**src/rtl/stepdown_drv_pkg.sv**
```systemverilog
// rtl/stepdown_drv_pkg.sv - phase-state encoding and dead-time load helper
package stepdown_drv_pkg;

    typedef enum logic [2:0] {
        ST_OFF   = 3'd0,
        ST_LS_ON = 3'd1,
        ST_DT_LH = 3'd2,
        ST_HS_ON = 3'd3,
        ST_DT_HL = 3'd4
    } ph_state_e;

    // A zero dead-time still has to produce one both-off cycle.
    function automatic logic [31:0] dt_load(input logic [31:0] d);
        return (d == 32'd0) ? 32'd1 : d;
    endfunction

endpackage

```
**src/rtl/stepdown_dt_phase.sv**
```systemverilog
// rtl/stepdown_dt_phase.sv - one phase: switching FSM, dead-time counter, sticky fault
module stepdown_dt_phase
    import stepdown_drv_pkg::*;
#(
    parameter int DTW = 6
) (
    input  logic           clk,
    input  logic           rst,
    input  logic           en,
    input  logic           pwm,
    input  logic           fault,
    input  logic           clr,
    input  logic [DTW-1:0] dt_lh,
    input  logic [DTW-1:0] dt_hl,
    output logic           hs,
    output logic           ls,
    output logic           flt
);

    ph_state_e      state_q;
    ph_state_e      state_d;
    logic [DTW-1:0] cnt_q;
    logic [DTW-1:0] cnt_d;
    logic [DTW-1:0] lh_load;
    logic [DTW-1:0] hl_load;
    logic           kill;

    assign lh_load = DTW'(dt_load(32'(dt_lh)));
    assign hl_load = DTW'(dt_load(32'(dt_hl)));

    // The registered flag keeps the phase down until it is explicitly cleared.
    assign kill = rst | ~en | fault | flt;

    always_comb begin
        state_d = state_q;
        cnt_d   = '0;
        if (kill) begin
            state_d = ST_OFF;
        end else begin
            case (state_q)
                ST_OFF: begin
                    if (pwm) begin
                        state_d = ST_DT_LH;
                        cnt_d   = lh_load;
                    end else begin
                        state_d = ST_DT_HL;
                        cnt_d   = hl_load;
                    end
                end
                ST_LS_ON: begin
                    if (pwm) begin
                        state_d = ST_DT_LH;
                        cnt_d   = lh_load;
                    end
                end
                ST_HS_ON: begin
                    if (!pwm) begin
                        state_d = ST_DT_HL;
                        cnt_d   = hl_load;
                    end
                end
                // Both switches are already off, so reversing mid-count is safe.
                ST_DT_LH: begin
                    if (!pwm) begin
                        state_d = ST_LS_ON;
                    end else if (cnt_q == DTW'(1)) begin
                        state_d = ST_HS_ON;
                    end else begin
                        cnt_d = cnt_q - DTW'(1);
                    end
                end
                ST_DT_HL: begin
                    if (pwm) begin
                        state_d = ST_HS_ON;
                    end else if (cnt_q == DTW'(1)) begin
                        state_d = ST_LS_ON;
                    end else begin
                        cnt_d = cnt_q - DTW'(1);
                    end
                end
                default: state_d = ST_OFF;
            endcase
        end
    end

    always_ff @(posedge clk) begin
        if (rst) begin
            state_q <= ST_OFF;
            cnt_q   <= '0;
            hs      <= 1'b0;
            ls      <= 1'b0;
            flt     <= 1'b0;
        end else begin
            state_q <= state_d;
            cnt_q   <= cnt_d;
            hs      <= (state_q == ST_HS_ON);
            ls      <= (state_q == ST_LS_ON);
            if (fault) begin
                flt <= 1'b1;
            end else if (clr) begin
                flt <= 1'b0;
            end
        end
    end

endmodule

```
**src/rtl/stepdown_driver_deadtime.sv**
```systemverilog
// rtl/stepdown_driver_deadtime.sv - multi-phase complementary gate driver with dead-time
module stepdown_driver_deadtime
    import stepdown_drv_pkg::*;
#(
    parameter int NPH    = 1,
    parameter int DTW    = 6,
    parameter int LS_INV = 0
) (
    input  logic           CELCLK,
    input  logic           CELRST,
    input  logic           CELV,
    input  logic           CELG,
    input  logic           SUB,
    input  logic           en_i,
    input  logic [NPH-1:0] pwm_i,
    input  logic [NPH-1:0] fault_i,
    input  logic           clr_i,
    input  logic [DTW-1:0] dt_lh_i,
    input  logic [DTW-1:0] dt_hl_i,
    output logic [NPH-1:0] hs_o,
    output logic [NPH-1:0] ls_o,
    output logic [NPH-1:0] flt_o
);

    localparam logic [NPH-1:0] LS_MASK = (LS_INV != 0) ? {NPH{1'b1}} : {NPH{1'b0}};

    logic [NPH-1:0] ls_on;

    // Supply pins exist for the functional view only.
    wire unused_supply = ^{CELV, CELG, SUB};

    for (genvar p = 0; p < NPH; p++) begin : g_phase
        stepdown_dt_phase #(
            .DTW(DTW)
        ) u_phase (
            .clk  (CELCLK),
            .rst  (CELRST),
            .en   (en_i),
            .pwm  (pwm_i[p]),
            .fault(fault_i[p]),
            .clr  (clr_i),
            .dt_lh(dt_lh_i),
            .dt_hl(dt_hl_i),
            .hs   (hs_o[p]),
            .ls   (ls_on[p]),
            .flt  (flt_o[p])
        );
    end

    // Polarity flip for an odd-length downstream inverter chain.
    assign ls_o = ls_on ^ LS_MASK;

endmodule
```
**config.mk**
```make
export PLATFORM = sky130hd
export DESIGN_NAME = stepdown_driver_deadtime
export DESIGN_NICKNAME = d
export VERILOG_FILES = /design/src/rtl/stepdown_drv_pkg.sv /design/src/rtl/stepdown_dt_phase.sv /design/src/rtl/stepdown_driver_deadtime.sv
export SDC_FILE = /design/constraint.sdc
export NUM_CORES = 1
export LEC_CHECK = 0
export ABC_AREA = 1
export BUFFER_PORTS_ARGS = -buffer_cell sky130_fd_sc_hd__buf_2
export CORE_UTILIZATION = 35
export CTS_CLUSTER_DIAMETER = 80
export CTS_CLUSTER_SIZE = 14
export DETAILED_ROUTE_END_ITERATION = 10
export PLACE_DENSITY = 0.65
export SYNTH_ARGS = -nofsm -noshare
export SYNTH_HDL_FRONTEND = slang
export SYNTH_HIERARCHICAL = 1
export SYNTH_SLANG_ARGS = --single-unit
```
**constraint.sdc**
```tcl
create_clock -name CELCLK -period 3.3 [get_ports CELCLK]
set_clock_uncertainty 0.05 [all_clocks]
set_input_delay 0.33 -clock CELCLK [delete_from_list [all_inputs] [get_ports CELCLK]]
set_output_delay 0.33 -clock CELCLK [all_outputs]
set_load 0.05 [all_outputs]
```
==> out/summary.txt <==
largest family of logic cells by synthesized area - simple AND/OR/NAND/NOR gates
sequential area share after synthesis - 29.3%
Synth area leader - dfxtp_1
DIE HEIGHT - 50.4 um
FF-to-FF setup slack - 1920 ps
met2 routed WL - 850 um
HPWL Detailed - 1460 um
post-synth top area share - 29.3%
antenna diode count - 0
antenna violations before repair - 0
routed len/inst - 9.16 um
Detail Route Antenna Nets - 0
Lkg Pwr - 0.000548 uW
post-cts sizing count - 0
Least-Margin Pin Slew - 298 ps
clock slew at reported path FFs - 80 ps
clock root buffer - clkbuf_4
Placer Congestion - 0.883
Cell Chain, Critical Path - inv_1 > nand3_1 > nand2_1 > nand2_1 > nand2_1 > nand2_1 > a21oi_1
Pre-antenna DRT Iters - 4
routed wire length on met3 - 47 um
Required @ worst endpoint - 3440 ps
final net count - 186
First DRT Iteration DRCs - 21
simple-gate portion of the synthesized area - 43.7%
core area - 2210 um2
Syn Nets - 163
Yosys reg bits - 12
post-CTS setup buffers - 0
Critical Path Fanout Max - 7
mux share of post-synthesis cell area - 0%
synth unique cells - 16
Final Critical Period - 1380 ps
# fillers - 257
DR vias/cell - 4.60
Layout area overhead - 19.7%
Metal-1 WL - 819 um
outcome - finished clean
Slew Limit Fails - 0
fraction of the mapped netlist area in adder cells - 3.05%
Rows - 17
io pins - 24
I/O Buffers - 20
CTS HTree Levels - 1
CTS Hold Bufs - 0
CTS tree - done
worst skew pair latency - 260 ps
CTS Sinks - 12
Worst setup EP type - flop
die width - 50.4 um
Non-Filler Instances - 190
total track usage - 16.6%
delay-heaviest family, CP - simple AND/OR/NAND/NOR gates
final setup fails - 0
Crit Path Class - flop to flop
share of layout cells above drive strength 1 - 16.0%
Synth Area in Compound Gates - 9.47%
global-route wire length before repair - 3260 um
Avg Inst Size Synth - 5.85 um2
max layer used - met4
WL final - 1740 um
dominant cells by area after synthesis - dfxtp_1, nand2_1, inv_1, nor2_1, nand3_1
Synth Area in XOR/XNOR - 3.21%
Max-Cap Viols - 0
CP peak stage delay - 340 ps
WP data arrival - 1510 ps
die area - 2540 um2
final hold vios - 0
unrepaired setup endpoints after global routing - no
Hold/Removal Path Class - primary input to flop
Max clock buf depth - 2
Worst Setup Start Kind - flop
vias in the first global route - 849
crit-path most repeated cell - nand2_1
crit path buf inv count - 1
PD cells - 339 nW/um2
Inst Count DP - 186
pin count of the biggest net entering global routing - 13
Setup Total Neg Slack - 0 ps
DRC - 0
Tcrit/Tclk final - 41.7%
via count - 874
Max transition margin - 80.1%
TritonCTS Buffers - 3
Syn Inst Count - 140
Slowest-stage cell, CP - dfxtp_1
synth warn - 6
Post-Syn Area - 820 um2
final global-route overflow total - 0
initial cell density of the core - 37.0%
Max Clk Rate - 0.727 GHz
Max IR drop VDD - 158 uV
## Yosys cell counts, drive strengths merged
cell type	instances
o21ai	5
dfxtp	12
nand3b	2
nand3	12
nor2	20
xor2	2
inv	22
a21oi	9
o211ai	1
nand4	4
buf	2
nand2	46
ha	2
xnor2	1
## registers in the layout (all words and copies together) (netlist names)
register and cells:
g_phase.u_phase/hs 1, g_phase.u_phase/ls 1, g_phase.u_phase/state_q 3, g_phase.u_phase/cnt_q 6, g_phase.u_phase/flt 1
## cells by family after synthesis
| kind of cell | Yosys count |
|---|---|
| adder cells (fa/ha/maj) | 2 |
| AND/OR/NAND/NOR | 84 |
| flip-flops | 12 |
| buffers and inverters | 24 |
| AO/OA/AOI/OAI | 15 |
| XOR/XNOR | 3 |
## layout make-up
type	count	area, um2	share of cell area (%)
clock buffer	4	36.3	3.70
timing repair buffer	20	100	10.2
tap	28	35.0	3.57
inverter	22	82.6	8.42
sequential	12	240	24.5
multi-input combinational	104	487	49.6
## stage by stage
stage | setup WS, ps | cell area (um2) | util, % | hold slack [ps] | power [uW]
6_report | 1920 | 981 | 44.3 | 206 | 333
5_1_grt | 1740 | 981 | 44.3 | 208 | 358
4_1_cts | 1930 | 981 | 44.3 | 198 | 338
3_5_place_dp | 1860 | 945 | 42.7 | 455 | 226
3_3_place_gp | 1840 | 945 | 42.7 | 441 | 225
2_1_floorplan | 2050 | 820 | - | 352 | 204
## worst register-to-register path, cell delays in order (launching register included)
cell	delay [ps]
dfxtp_1	340
inv_1	180
nand3_1	230
nand2_1	190
nand2_1	70
nand2_1	60
nand2_1	50
a21oi_1	130
## final timing paths
check	to	from	cells past startpoint
max	g_phase[0].u_phase/cnt_q[4]	g_phase[0].u_phase/state_q[2]	7
min	g_phase[0].u_phase/hs	CELRST	2
max reg2reg	g_phase[0].u_phase/cnt_q[4]	g_phase[0].u_phase/state_q[2]	7
min reg2reg	g_phase[0].u_phase/flt	g_phase[0].u_phase/flt	2
## where the power goes
part | switching (uW) | leakage, uW | internal (uW)
Clock | 43.7 | 0.0000210 | 66.9
Combinational | 42.8 | 0.000430 | 27.2
Sequential | 3.37 | 0.0000976 | 149
## placed cells by master, fill, tap and decap left out
| master | instances |
|---|---|
| buf_2 | 20 |
| nand2_1 | 46 |
| nor2_4 | 1 |
| nor2_1 | 18 |
| o21ai_0 | 5 |
| ha_1 | 2 |
| nor2_2 | 1 |
| o211ai_1 | 1 |
| clkbuf_8 | 1 |
| clkbuf_4 | 3 |
| nand4_1 | 4 |
| inv_1 | 22 |
| a21oi_1 | 9 |
| nand3_1 | 12 |
| xor2_1 | 2 |
| dfxtp_1 | 12 |
| xnor2_1 | 1 |
| nand3b_1 | 2 |
## metal layers
metal,vias to the layer above,global-route usage (%)
met5,-,0
met4,0,7.87
met3,2,1.82
met2,15,30.0
met1,372,19.3
li1,485,-
Note: power is estimated with default switching activity, not from simulation.
